==> config.mk <==
export PLATFORM = sky130hd
export DESIGN_NAME = jpeg_ecs_bit_unpacker
export DESIGN_NICKNAME = d
export VERILOG_FILES = /design/src/rtl/jpeg_ecs_bit_unpacker.sv
export SDC_FILE = /design/constraint.sdc
export NUM_CORES = 1
export LEC_CHECK = 0
export ABC_AREA = 1
export CELL_PAD_IN_SITES_DETAIL_PLACEMENT = 1
export CELL_PAD_IN_SITES_GLOBAL_PLACEMENT = 1
export CORE_AREA = 2 2 146 148
export CTS_CLUSTER_DIAMETER = 100
export DETAILED_ROUTE_END_ITERATION = 8
export DIE_AREA = 0 0 148 150
export DONT_BUFFER_PORTS = 1
export PLACE_DENSITY_LB_ADDON = 0.12
export SYNTH_ARGS = -nofsm -noshare
export SYNTH_HDL_FRONTEND = slang
export SYNTH_SLANG_ARGS = --single-unit
==> constraint.sdc <==
create_clock -name clk -period 3.95 [get_ports clk]
set_clock_uncertainty 0.15 [all_clocks]
set_input_delay 0.395 -clock clk [delete_from_list [all_inputs] [get_ports clk]]
set_output_delay 0.395 -clock clk [all_outputs]
set_load 0.02 [all_outputs]
==> src/rtl/jpeg_ecs_bit_unpacker.sv <==
// JPEG entropy-coded-segment reader: strips 0xFF00 stuffing, skips 0xFF fill, traps markers,
// and presents an MSB-aligned bit window to a Huffman/VLC decoder that consumes bits per cycle.
module jpeg_ecs_bit_unpacker #(
  parameter int unsigned BUF_W    = 64,
  parameter int unsigned WIN_W    = 32,
  parameter int unsigned MAX_CONS = 16
) (
  input  logic             clk,
  input  logic             rst_n,
  input  logic             in_valid,
  output logic             in_ready,
  input  logic [7:0]       in_data,
  output logic [WIN_W-1:0] win_data,
  output logic [5:0]       win_bits,
  input  logic             cons_valid,
  input  logic [4:0]       cons_len,
  output logic             marker_valid,
  output logic [7:0]       marker_code,
  input  logic             marker_ack,
  output logic             err
);

  localparam int unsigned CNT_W = $clog2(BUF_W + 1);

  typedef enum logic [1:0] {StData, StFf, StMark} state_e;

  state_e           state_q, state_d;
  logic [BUF_W-1:0] buf_q, buf_d;
  logic [CNT_W-1:0] count_q, count_d;
  logic             marker_valid_q, marker_valid_d;
  logic [7:0]       marker_code_q, marker_code_d;
  logic             err_q, err_d;

  logic             accept;
  logic             append;
  logic [7:0]       app_byte;
  logic [5:0]       cons_len_ext;
  logic             cons_ok;
  logic             cons_bad;
  logic [CNT_W-1:0] cons_amt;
  logic [CNT_W-1:0] count_rem;
  logic [BUF_W-1:0] buf_shift;
  logic [BUF_W-1:0] app_vec;
  logic             flush;

  // State register
  always_ff @(posedge clk or negedge rst_n) begin
    if (!rst_n) begin
      state_q        <= StData;
      buf_q          <= '0;
      count_q        <= '0;
      marker_valid_q <= 1'b0;
      marker_code_q  <= 8'h00;
      err_q          <= 1'b0;
    end else begin
      state_q        <= state_d;
      buf_q          <= buf_d;
      count_q        <= count_d;
      marker_valid_q <= marker_valid_d;
      marker_code_q  <= marker_code_d;
      err_q          <= err_d;
    end
  end

  assign accept = in_valid && in_ready;
  assign flush  = (state_q == StMark) && marker_ack;

  // Next-state logic
  always_comb begin
    state_d = state_q;
    unique case (state_q)
      StData: begin
        if (accept && in_data == 8'hFF) state_d = StFf;
      end
      StFf: begin
        if (accept) begin
          if (in_data == 8'h00)      state_d = StData;
          else if (in_data != 8'hFF) state_d = StMark;
        end
      end
      StMark: begin
        if (marker_ack) state_d = StData;
      end
      default: state_d = StData;
    endcase
  end

  // Bits above count are always zero, so the window needs no masking and
  // an append is a plain OR at the first free position.
  always_comb begin
    cons_len_ext = {1'b0, cons_len};
    cons_ok      = cons_valid && (cons_len != 5'd0) && (cons_len_ext <= win_bits);
    cons_bad     = cons_valid && (cons_len_ext > win_bits);
    cons_amt     = cons_ok ? CNT_W'(cons_len) : '0;
    count_rem    = count_q - cons_amt;
    buf_shift    = buf_q << cons_amt;

    append   = accept && (((state_q == StData) && (in_data != 8'hFF)) ||
                          ((state_q == StFf) && (in_data == 8'h00)));
    app_byte = (state_q == StFf) ? 8'hFF : in_data;
    app_vec  = append ? ({app_byte, {(BUF_W-8){1'b0}}} >> count_rem) : '0;

    buf_d   = buf_shift | app_vec;
    count_d = count_rem + (append ? CNT_W'(8) : '0);
    if (flush) begin
      buf_d   = '0;
      count_d = '0;
    end

    marker_valid_d = marker_valid_q;
    marker_code_d  = marker_code_q;
    if ((state_q == StFf) && accept && (in_data != 8'h00) && (in_data != 8'hFF)) begin
      marker_valid_d = 1'b1;
      marker_code_d  = in_data;
    end
    if (flush) marker_valid_d = 1'b0;

    err_d = err_q | cons_bad;
  end

  // Outputs: everything derives from registered state (rst_n only gates in_ready low in reset).
  always_comb begin
    in_ready     = rst_n && (state_q != StMark) && (count_q <= CNT_W'(BUF_W - 8));
    win_data     = buf_q[BUF_W-1 -: WIN_W];
    win_bits     = (count_q >= CNT_W'(WIN_W)) ? 6'(WIN_W) : 6'(count_q);
    marker_valid = marker_valid_q;
    marker_code  = marker_code_q;
    err          = err_q;
  end

endmodule

# Word-level counts from Yosys, hierarchy flattened
# Index checks and enable logic that the tools add are counted.
# classes
eq_ne	9
n_mux	15
n_addsub	2
shift	2
n_lt_le_gt_ge	4
n_bitwise	2
n_reduce_logical	21
# op_table
operator	count
$mux W64	2
$or A64 B64 Y64	1
$shl A64 B5 Y64	1
$shr A64 B7 Y64	1
$logic_and A1 B1 Y1	14
$mux W2	5
$eq A8 B8 Y1 const B	1
$logic_not A8 Y1	1
$mux W8	1
$ne A2 B2 Y1 const B	4
$ne A8 B8 Y1 const B	1
$reduce_bool A8 Y1	1
$add A7 B4 Y7	1
$ge A7 B6 Y1 const B	1
$le A7 B6 Y1 const B	1
$mux W7	1
$sub A7 B5 Y7	1
$gt A5 B6 Y1	1
$le A5 B6 Y1	1
$mux W6	1
$pmux W2 S3	1
$mux W5	1
$reduce_bool A5 Y1	1
$mux W4	1
other kinds (9)	10
# totals
output_inout_bits	49
elab_cells	61
register_bits	83

# Longest topological paths before layout
# Gate-level depths: netlist of run 1.
# logic_depth
word_depth	10
ltp_mapped	31
ltp_nobuf	28

# Least setup slack after synthesis of run 1
# No wires, ideal clock.
# synth_timing
path_type	register to register
from	register count_q[6]
to	register buf_q[29]
required_time_ps	3686
setup_time_ps	114
t_arrival_ps	4214
path_stages_with_launch	26
path_buffers	4
setup_slack_ps	-528
path_cell_list	dfrtp_1 > nor2_2 > inv_2 > nor2_1 > inv_1 > ha_1 > nand2_1 > nor2_2 > nand2_1 > nand2_1 > nand2_1 > buf_4 > nand3_2 > buf_6 > buf_6 > inv_1 > ha_1 > fa_1 > o21ai_1 > xor2_1 > clkbuf_1 > nor2_1 > o22ai_1 > nand3_1 > nand2_1 > inv_1
# synth_via
elab_chain_len	10
elab_cells_between_ends	15
classes_between	add/sub (1); order compare (3); shift (2); mux (4); bitwise (1); reduce/logical (4)
# synth_lines
element	line_no	rtl
from (decl)	29	logic [CNT_W-1:0] count_q, count_d;
from (signal assigned)	58	count_q <= count_d;
$ge A7 B6 Y1 *	125	win_bits = (count_q >= CNT_W'(WIN_W)) ? 6'(WIN_W) : 6'(count_q);
$mux W6 *	125	
via win_bits[5]	14	output logic [5:0] win_bits,
$le A5 B6 Y1 *	92	cons_ok = cons_valid && (cons_len != 5'd0) && (cons_len_ext <= win_bits);
$logic_and A1 B1 Y1 *	92	
$mux W5 *	94	cons_amt = cons_ok ? CNT_W'(cons_len) : '0;
$sub A7 B5 Y7	95	count_rem = count_q - cons_amt;
$shr A64 B7 Y64	101	app_vec = append ? ({app_byte, {(BUF_W-8){1'b0}}} >> count_rem) : '0;
$mux W64	101	
$or A64 B64 Y64 *	103	buf_d = buf_shift | app_vec;
$mux W64 *	105	if (flush) begin
via buf_d[29]	28	logic [BUF_W-1:0] buf_q, buf_d;
to (signal assigned)	57	buf_q <= buf_d;
to (decl)	28	
# Mark *: on every way through the listed nets, which the timed path passes. The rest lies on a longest branch.
# A chain may end at the register's enable or synchronous reset.

# Worst setup path in the final report of run 1
# layout_timing
from	register count_q[5]
to	register buf_q[61]
# layout_via
elab_chain_len	10
elab_cells_between_ends	15
classes_between	add/sub (1); order compare (3); shift (2); mux (4); bitwise (1); reduce/logical (4)
# layout_lines
element	line_no
$ge A7 B6 Y1	125
$mux W6	125
$le A5 B6 Y1	92
$logic_and A1 B1 Y1	92
$mux W5	94
$sub A7 B5 Y7	95
$shr A64 B7 Y64	101
$mux W64	101
$or A64 B64 Y64 *	103
$mux W64 *	105
via buf_d[61]	28
# Marks and branches as above.

==> key figures, run 1 <==
Finish
  – Register area: 2080 um2
  – Area of the multi-input gates: 6320 um2
  – Final nets: 1420
  – Layout filler cell count: 2681
  – Diode count: 0
  – Syn-to-layout area delta: 27.8%
  – Layout cells sized above 1: 24.8%

Setup path
  – Reg2Reg Launch Point: count_q[5]$_DFF_PN0_
  – CP most frequent cell: nand2_1
  – CP startpoint: count_q[5]$_DFF_PN0_
  – CP arrival: 4.54 ns
  – CP required: 4.10 ns
  – Crit path capture type: flip-flop
  – Critical path's slowest cell: fa_2
  – Crit path max fanout: 5
  – Crit path kind: flip-flop to flip-flop
  – Crit path largest cell delay: 0.64 ns
  – Startpoint class of the critical path: flip-flop

Routing
  – Vias per cell: 6.47
  – Antenna-violating nets left: 0
  – Via count: 10800
  – TritonRoute pass-1 iters: 6
  – WL/cell: 25.6 um
  – Iteration-0 DRC count of the detailed router: 1200
  – Drt total wl: 42700 um
  – Drt drc: 0

Clock network
  – Inserted Clock Buffers: 9
  – TritonCTS clock tree: done
  – Clock Tree Buf Depth: 2
  – Clock sinks: 83
  – Worst-Skew Late Latency: 0.37 ns
  – Clock slew at reported path FFs: 0.06 ns
  – Root buffer cell: clkbuf_16
  – H-tree lvl count: 3

Synthesis
  – Synth Warn #: 0
  – Mapped Cells: 1383
  – Post-Syn Area: 8370 um2
  – Mapped Nets: 1414
  – Synth Area per Inst: 6.05 um2
  – Netlist cell types: 34
  – Seq cells post-synth: 83
  – Register area share after synthesis: 24.8%

Timing
  – Post-layout min period: 4.39 ns
  – Relative slew slack: 21.7%
  – Worst setup margin: -0.437 ns
  – RSZ-0062 raised after global routing: yes
  – Fin crit share: 111%
  – Final setup viols: 67
  – Hold Vio Cnt, Final: 0
  – Hold slack: 0.0404 ns
  – FMAX: 228 MHz
  – Worst-margin pin slew: 1.17 ns
  – Pins over their slew limit: 0

Floorplan
  – Ports: 67
  – Die area: 22200 um2
  – Core area: 20700 um2
  – Die Y: 150 um
  – Die width: 148 um
  – Initial cell density of the core: 40.4%
  – Cell row count: 53

Min path
  – Worst Hold Class: input pin to flip-flop
  – Hold Path Origin: cons_valid

GRT
  – Initial antenna violation count: 0
  – Number of global-route vias before repair: 10400
  – Grt ovf: 0
  – Tot GR Track Use: 35.0%
  – First-pass GRT wire length: 60400 um
  – Largest net degree at the start of global routing: 84

Place
  – Post-DP HPWL: 26300 um
  – Port bufs: 0
  – GPL Wtd Cong: 0.964

Outcome
  – Status: complete, but fails checks
  – Failing checks: setup timing

Job
  – Max-cap viol count: 0
[cells by family after synthesis]
family / Yosys count / synth area share [%]
XOR/XNOR: 6 / 0.628
adder cells (fa/ha/maj): 13 / 2.03
AO/OA/AOI/OAI: 97 / 6.12
buffers and inverters: 247 / 13.7
AND/OR/NAND/NOR: 937 / 52.7
flip-flops: 83 / 24.8
[area by class of cell]
type	instances	area share [%]
multi-input combinational	1054	59.1
sequential	83	19.4
inverter	110	3.96
tap	275	3.22
clock buffer	10	2.14
timing repair buffer	131	11.6
clock inverter	5	0.515
[state kept, by name, indices dropped and copies added (netlist names)]
name	count
buf_q	64
count_q	7
err	1
marker_code	8
marker_valid	1
state_q	2
[Yosys cell counts (all sizes together)]
cell / count / area [um2]
nand3: 518 / 2600
nand2: 281 / 1050
inv: 109 / 409
buf: 83 / 527
dfrtp: 83 / 2080
nand4: 74 / 463
clkbuf: 54 / 203
nor2: 43 / 171
o21ai: 43 / 215
a21oi: 42 / 210
ha: 12 / 150
nor3: 8 / 45.0
and2: 6 / 37.5
a22oi: 4 / 30.0
nor4: 4 / 25.0
xor2: 4 / 35.0
a31oi: 3 / 18.8
or2: 3 / 18.8
xnor2: 2 / 17.5
a211oi: 1 / 7.51
a31o: 1 / 8.76
clkinv: 1 / 3.75
fa: 1 / 20.0
o211ai: 1 / 7.51
o21bai: 1 / 7.51
o22ai: 1 / 6.26
[path summary, 6_finish.rpt]
| check | end | slack, ns | cells past startpoint |
|---|---|---|---|
| setup / recovery | buf_q[61]$_DFF_PN0_ | -0.44 | 25 |
| hold / removal | err$_DFF_PN0_ | 0.04 | 1 |
| setup reg to reg | buf_q[61]$_DFF_PN0_ | -0.44 | 25 |
| hold reg to reg | err$_DFF_PN0_ | 0.48 | 1 |
| max in group asynchronous | buf_q[44]$_DFF_PN0_ | 2.69 | 2 |
| min in group asynchronous | buf_q[58]$_DFF_PN0_ | 0.49 | 2 |
[metal layers]
metal | up-vias | global-route usage (%) | part of all wire [%]
met5 | - | 0 | 0
met4 | 0 | 13.4 | 5.2
met3 | 160 | 5.64 | 7.9
met2 | 624 | 56.8 | 48
met1 | 5246 | 46.9 | 39
li1 | 4758 | - | -
[per-stage QoR]
stage	area [um2]	setup TNS (ns)	util [%]	setup WS (ns)	std cells
6_report	10700	-16.72	51.7	-0.437	1668
3_5_place_dp	8930	-10.82	43.2	-0.301	1613
2_1_floorplan	8630	-0.840	-	-0.0383	1383
3_3_place_gp	8930	-3.48	43.2	-0.270	1613
4_1_cts	9870	-0.913	47.7	-0.0776	1643
5_1_grt	10700	-22.03	51.7	-0.528	1668
[worst max-delay path, delay by kind of cell (launching register included)]
kind / cells / cell delay, ns
fa+ha+maj: 3 / 1.06
compound gates: 2 / 0.43
flops: 1 / 0.42
simple gates: 12 / 1.57
buf+inv: 8 / 0.69
[repair_timing]
| action | 4_1_cts | 5_1_grt |
|---|---|---|
| hold buffers | 2 | 0 |
| setup buffers | 14 | 24 |
| cloned | 2 | 1 |
| pin swaps | 47 | 51 |
| hold endpoints to repair | 83 | 0 |
| endpoints found under the setup margin | 64 | 66 |
| resized for setup | 137 | 127 |
[cells in the final DEF, fill, tap and decap left out, types with 18 or more instances in the layout]
master	synthesis	final
a21oi_1	42	18
a21oi_2	0	19
buf_4	38	91
buf_6	4	27
dfrtp_1	83	83
inv_1	103	92
nand2_1	281	230
nand2_2	0	31
nand3_1	517	488
nand3_2	1	23
nand4_1	74	74
nor2_1	39	23
nor2_4	0	18
Power of run 1 is left out: the tool's default activity adds up to more than one toggle a clock period on the data nets, which glitch-free logic cannot reach.
==> run 2, diff against run 1 <==
--- a/config.mk
+++ b/config.mk
@@ -13,7 +13,7 @@
 export DETAILED_ROUTE_END_ITERATION = 8
 export DIE_AREA = 0 0 148 150
 export DONT_BUFFER_PORTS = 1
-export PLACE_DENSITY_LB_ADDON = 0.12
+export PLACE_DENSITY_LB_ADDON = 0.1
 export SYNTH_ARGS = -nofsm -noshare
 export SYNTH_HDL_FRONTEND = slang
 export SYNTH_SLANG_ARGS = --single-unit
==> run 2 against run 1 <==
Wire length increased by 1.4%; the run still ends with setup timing left; via count up 1.3%; highest routed layer unchanged; global-route usage shrank 0.55 points.
==> key figures, run 2 (synthesis gave the netlist of run 1 again) <==
Outcome
  – Status: complete, but fails checks (unchanged)
  – Failing checks: setup timing (unchanged)

Timing
  – Post-layout min period: 4.37 ns (was 4.39 ns)
  – Relative slew slack: 17.4% (was 21.7%)
  – Worst-margin pin slew: 1.23 ns (was 1.17 ns)
  – Hold Vio Cnt, Final: 0 (unchanged)
  – Worst setup margin: -0.417 ns (was -0.437 ns)
  – FMAX: 229 MHz (was 228 MHz)
  – Fin crit share: 111% (about the same)
  – RSZ-0062 raised after global routing: yes (unchanged)
  – Setup TNS: -19.69 ns (was -16.72 ns)
  – Final setup viols: 67 (unchanged)
  – Pins over their slew limit: 0 (unchanged)

GRT
  – First-pass GRT wire length: 59600 um (was 60400 um)
  – GR Layer Usage met1: 46.2% (was 46.9%)
  – Initial antenna violation count: 0 (unchanged)
  – Largest net degree at the start of global routing: 84 (unchanged)
  – Busiest layer in global routing: met2 (unchanged)
  – Tot GR Track Use: 34.5% (was 35.0%)
  – Met2 Usage GRT: 57.1% (was 56.8%)
  – Met3 usage: 5.76% (was 5.64%)
  – Grt ovf: 0 (unchanged)
  – Number of global-route vias before repair: 10300 (was 10400)

Clock network
  – Worst-Skew Late Latency: 0.37 ns (about the same)
  – Clock sinks: 83 (unchanged)
  – H-tree lvl count: 3 (unchanged)
  – Inserted Clock Buffers: 9 (unchanged)
  – Root buffer cell: clkbuf_16 (unchanged)
  – Clock Tree Buf Depth: 2 (unchanged)
  – TritonCTS clock tree: done (unchanged)
  – Clock slew at reported path FFs: 0.07 ns (was 0.06 ns)

Setup path
  – Reg2reg path depth: 26 (was 25)
  – Startpoint class of the critical path: flip-flop (unchanged)
  – Crit path kind: flip-flop to flip-flop (unchanged)
  – CP arrival: 4.46 ns (was 4.54 ns)
  – CP required: 4.04 ns (was 4.10 ns)
  – Crit path capture type: flip-flop (unchanged)
  – RR Endpoint: buf_q[21]$_DFF_PN0_ (was buf_q[61]$_DFF_PN0_)
  – Crit path max fanout: 8 (was 5)
  – R2r setup slk: -0.42 ns (was -0.44 ns)
  – Reg2Reg Launch Point: count_q[5]$_DFF_PN0_ (unchanged)

Routing
  – Drt drc: 0 (unchanged)
  – Drt total wl: 43300 um (was 42700 um)
  – Vias per cell: 6.46 (was 6.47)
  – Via count: 10900 (was 10800)
  – Iteration-0 DRC count of the detailed router: 1085 (was 1200)
  – TritonRoute pass-1 iters: 5 (was 6)
  – WL/cell: 25.6 um (about the same)
  – Antenna-violating nets left: 0 (unchanged)

Min path
  – Hold Path Origin: cons_valid (unchanged)
  – Hold Path Cell Cnt: 1 (unchanged)
  – Hold Path End: err$_DFF_PN0_ (unchanged)
  – Worst Hold Class: input pin to flip-flop (unchanged)

Place
  – Port bufs: 0 (unchanged)
  – Dpl cells: 1626 (was 1613)
  – Pre-CTS setup slack: -0.379 ns (was -0.301 ns)
  – Post-DP HPWL: 26100 um (was 26300 um)
  – Placed cell areas: 9020 um2 (was 8930 um2)
  – GPL Wtd Cong: 0.951 (was 0.964)

Floorplan
  – Die area: 22200 um2 (unchanged)
  – Ports: 67 (unchanged)
  – Die width: 148 um (unchanged)
  – Initial cell density of the core: 40.4% (unchanged)
  – Cell row count: 53 (unchanged)
  – Die Y: 150 um (unchanged)
  – Core area: 20700 um2 (unchanged)

Job
  – Max-cap viol count: 0 (unchanged)

Finish
  – Syn-to-layout area delta: 29.3% (was 27.8%)
  – Most frequent cells in the layout: nand3_1, nand2_1, buf_4 (was nand3_1, nand2_1, inv_1)
  – Final instance area: 10800 um2 (was 10700 um2)
  – Layout cells sized above 1: 27.0% (was 24.8%)
  – Top reg by flops: buf_q (unchanged)
  – Most common library cell in the layout ignoring fill and taps: nand3_1 (unchanged)
  – Final nets: 1442 (was 1420)
  – Finished Layout Cells: 1691 (was 1668)
  – Largest register FFs: 64 (unchanged)
  – Diode count: 0 (unchanged)
run 2: cell types whose count changed in the layout (fill, tap and decap cells not counted), sizes merged:
| cell | change |
|---|---|
| buf | +19 |
| clkbuf | +2 |
| clkinv | +2 |
| bufinv | -1 |
| nor2 | +1 |
run 2: per-layer routing:
layer / up-vias / wire length, um
met5: - / 0
met4: 0 / 2080
met3: 155 / 3440
met2: 606 / 20500
met1: 5374 / 17200
li1: 4795 / -
run 2: worst max-delay path by stage:
stage,from,endpoint,slack (ns),cells past startpoint
after floorplan,count_q[5]$_DFF_PN0_,buf_q[29]$_DFF_PN0_,-0.04,25
after global placement,count_q[5]$_DFF_PN0_,buf_q[11]$_DFF_PN0_,-0.21,23
after detailed placement,count_q[5]$_DFF_PN0_,buf_q[11]$_DFF_PN0_,-0.38,23
after CTS,count_q[6]$_DFF_PN0_,buf_q[30]$_DFF_PN0_,-0.12,26
after global routing,count_q[5]$_DFF_PN0_,buf_q[21]$_DFF_PN0_,-0.58,26
final,count_q[5]$_DFF_PN0_,buf_q[21]$_DFF_PN0_,-0.42,26
run 2: timing repair:
item,CTS,global route
hold endpoints to repair,83,0
pin swaps,24,62
cloned,1,5
setup buffers,17,27
setup endpoints to repair,64,67
resized for setup,94,169
hold buffers,2,0
run 2: final cells by class:
class	count	area (um2)
inverters	110	433
repair buffers	152	1390
clock buffers	10	239
clock inverters	6	38.8
multi-input cells	1055	6290
well taps	275	344
flip-flops and latches	83	2080
fillers	2701	9870
run 2: critical path, stage by stage (launching register included):
cell,delay (ns)
dfrtp_1,0.41
nor2_4,0.16
clkinv_4,0.13
nor2_4,0.14
inv_1,0.11
ha_4,0.24
nand2_2,0.11
nor2_1,0.06
nor2_1,0.16
nand2_2,0.10
nand2_4,0.14
nand2_8,0.09
nor2_4,0.13
inv_2,0.08
ha_4,0.27
a21oi_2,0.20
o21ai_4,0.13
xor2_4,0.22
buf_6,0.16
inv_8,0.08
buf_6,0.15
nand3_2,0.12
a21oi_2,0.24
nand2_1,0.13
o21ai_2,0.10
inv_1,0.08
a21oi_1,0.15
run 2: metrics by stage:
| step | hold WS [ns] | utilization [%] |
|---|---|---|
| detailed placement | -0.0479 | 43.6 |
| floorplan | -0.0506 | - |
| CTS | 0.0426 | 47.5 |
| global placement | -0.0481 | 43.6 |
| global route | 0.0456 | 52.3 |
| finish | 0.0435 | 52.3 |
Power of run 2 is left out for the same reason.
==> run 3, diff against run 2 <==
--- a/config.mk
+++ b/config.mk
@@ -8,11 +8,10 @@
 export ABC_AREA = 1
 export CELL_PAD_IN_SITES_DETAIL_PLACEMENT = 1
 export CELL_PAD_IN_SITES_GLOBAL_PLACEMENT = 1
-export CORE_AREA = 2 2 146 148
+export CORE_AREA = 2 2 213 110
 export CTS_CLUSTER_DIAMETER = 100
 export DETAILED_ROUTE_END_ITERATION = 8
-export DIE_AREA = 0 0 148 150
-export DONT_BUFFER_PORTS = 1
+export DIE_AREA = 0 0 215 112
 export PLACE_DENSITY_LB_ADDON = 0.1
 export SYNTH_ARGS = -nofsm -noshare
 export SYNTH_HDL_FRONTEND = slang
==> run 3 against run 2 <==
The flow still finishes with violations (setup timing); design area is 5.3% higher; clock-buffer cell count up 1; critical path depth up 1; fmax is 3.4% higher; core utilization shrank 1.3 points; worst setup slack improved by 0.14 ns; first-iteration DRC count increased by 31%; via count increased by 1.6%; die area up 8.5%; hold slack improved by 0.28 ns; cell count increased by 6.9%; largest cell class unchanged; highest routed layer unchanged.
==> key figures, run 3 (synthesis gave the netlist of run 1 again) <==
Routing
  – Vias per cell: 6.14 (was 6.46)
  – Drt drc: 0 (unchanged)
  – TritonRoute pass-1 iters: 5 (unchanged)
  – Drt total wl: 44000 um (was 43300 um)
  – WL/cell: 24.4 um (was 25.6 um)
  – Iteration-0 DRC count of the detailed router: 1421 (was 1085)
  – Via count: 11100 (was 10900)
  – Antenna-violating nets left: 0 (unchanged)

Setup path
  – Critical path's slowest cell: dfrtp_1 (unchanged)
  – CP required: 4.12 ns (was 4.04 ns)
  – Kind of cell adding the most delay to the critical path: simple AND/OR/NAND/NOR gates (unchanged)
  – CP arrival: 4.40 ns (was 4.46 ns)
  – Crit path capture type: flip-flop (unchanged)
  – Worst path buffer plus inverter count: 8 (was 7)
  – Crit path kind: flip-flop to flip-flop (unchanged)
  – Startpoint class of the critical path: flip-flop (unchanged)
  – Crit path largest cell delay: 0.41 ns (about the same)
  – Crit path max fanout: 7 (was 8)

Clock network
  – H-tree lvl count: 3 (unchanged)
  – Clock Tree Buf Depth: 2 (unchanged)
  – TritonCTS clock tree: done (unchanged)
  – Clock sinks: 83 (unchanged)
  – Worst-Skew Late Latency: 0.38 ns (was 0.37 ns)
  – Root buffer cell: clkbuf_16 (unchanged)
  – Clock slew at reported path FFs: 0.08 ns (was 0.07 ns)
  – Inserted Clock Buffers: 9 (unchanged)

Timing
  – Relative slew slack: 22.1% (was 17.4%)
  – Hold Vio Cnt, Final: 0 (unchanged)
  – Worst setup margin: -0.275 ns (was -0.417 ns)
  – Final setup viols: 65 (was 67)
  – Worst-margin pin slew: 1.16 ns (was 1.23 ns)
  – Post-layout min period: 4.22 ns (was 4.37 ns)
  – FMAX: 237 MHz (was 229 MHz)
  – RSZ-0062 raised after global routing: yes (unchanged)
  – Fin crit share: 107% (was 111%)
  – Pins over their slew limit: 0 (unchanged)

GRT
  – Tot GR Track Use: 36.0% (was 34.5%)
  – Number of global-route vias before repair: 10700 (was 10300)
  – First-pass GRT wire length: 65500 um (was 59600 um)
  – Grt ovf: 0 (unchanged)
  – Largest net degree at the start of global routing: 71 (was 84)
  – Initial antenna violation count: 0 (unchanged)

Floorplan
  – Core area: 22300 um2 (was 20700 um2)
  – Die Y: 112 um (was 150 um)
  – Die area: 24100 um2 (was 22200 um2)
  – Initial cell density of the core: 37.4% (was 40.4%)
  – Cell row count: 39 (was 53)
  – Die width: 215 um (was 148 um)
  – Ports: 67 (unchanged)

Job
  – Max-cap viol count: 0 (unchanged)

Finish
  – Diode count: 0 (unchanged)
  – Most common library cell in the layout ignoring fill and taps: nand3_1 (unchanged)
  – Top reg by flops: buf_q (unchanged)
  – Final nets: 1526 (was 1442)
  – Finished Layout Cells: 1807 (was 1691)
  – Syn-to-layout area delta: 36.1% (was 29.3%)
  – Layout cells sized above 1: 25.3% (was 27.0%)
  – Largest register FFs: 64 (unchanged)
  – Most frequent cells in the layout: nand3_1, nand2_1, buf_4 (unchanged)

Outcome
  – Status: complete, but fails checks (unchanged)
  – Failing checks: setup timing (unchanged)

Place
  – GPL Wtd Cong: 0.929 (was 0.951)
  – Post-DP HPWL: 31000 um (was 26100 um)
  – Dpl cells: 1746 (was 1626)
  – Port bufs: 66 (was 0)

Min path
  – Worst Hold Class: input pin to async pin (was input pin to flip-flop)
[run 3: routing by layer]
metal  up-vias  GRT usage, %  routed length, um
li1       4959             -                  -
met1      5508          55.7              20800
met2       595          46.6              17100
met3        38          13.9               5660
met4         0          5.24                442
met5         -             0                  0
[run 3: metrics by stage]
step / setup TNS (ns) / util (%) / cell area, um2 / hold WS, ns / setup WS (ns)
after global routing: -21.83 / 50.9 / 11400 / 0.356 / -0.436
after detailed placement: -19.73 / 44.2 / 9880 / 0.186 / -0.408
final: -10.80 / 50.9 / 11400 / 0.320 / -0.275
after global placement: -12.49 / 44.2 / 9880 / 0.181 / -0.328
after CTS: -0.184 / 47.7 / 10700 / 0.319 / -0.0429
after floorplan: -0.840 / - / 8630 / -0.0506 / -0.0383
[run 3: worst reg2reg max path: cells and delay by family (launching register included)]
kind | cells | cell delay (ns)
AOI/OAI and AO/OA | 2 | 0.34
xor gates and xnor gates | 1 | 0.08
adders and majority gates | 3 | 0.83
buffers and inverters | 8 | 0.78
DFF | 1 | 0.41
and+or+nand+nor | 13 | 1.59
[run 3: worst paths after layout]
kind / start / end / slack [ns] / depth (start not counted)
max: count_q[5]$_DFF_PN0_ / buf_q[48]$_DFF_PN0_ / -0.27 / 27
max in group asynchronous: rst_n / buf_q[56]$_DFF_PN0_ / 2.08 / 3
min reg2reg: err$_DFF_PN0_ / err$_DFF_PN0_ / 0.33 / 1
min: rst_n / buf_q[0]$_DFF_PN0_ / 0.32 / 2
min in group clk: err$_DFF_PN0_ / err$_DFF_PN0_ / 0.33 / 1
max reg2reg: count_q[5]$_DFF_PN0_ / buf_q[48]$_DFF_PN0_ / -0.27 / 27
[run 3: cell type report]
cell class	instances	area, um2
Clock buffer	11	233
Clock inverter	5	38.8
Fill cell	2934	11000
Inverter	110	430
Multi-Input combinational cell	1053	6110
Sequential cell	83	2080
Tap cell	307	384
Timing Repair Buffer	238	2110
[run 3: what timing repair did]
action,CTS,global route
gates resized for setup,82,142
gates cloned,1,3
hold endpoints to repair,23,0
buffers inserted,27,16
hold buffers,1,0
pin swaps,44,58
endpoints found under the setup margin,66,67
Power of run 3 is left out for the same reason.
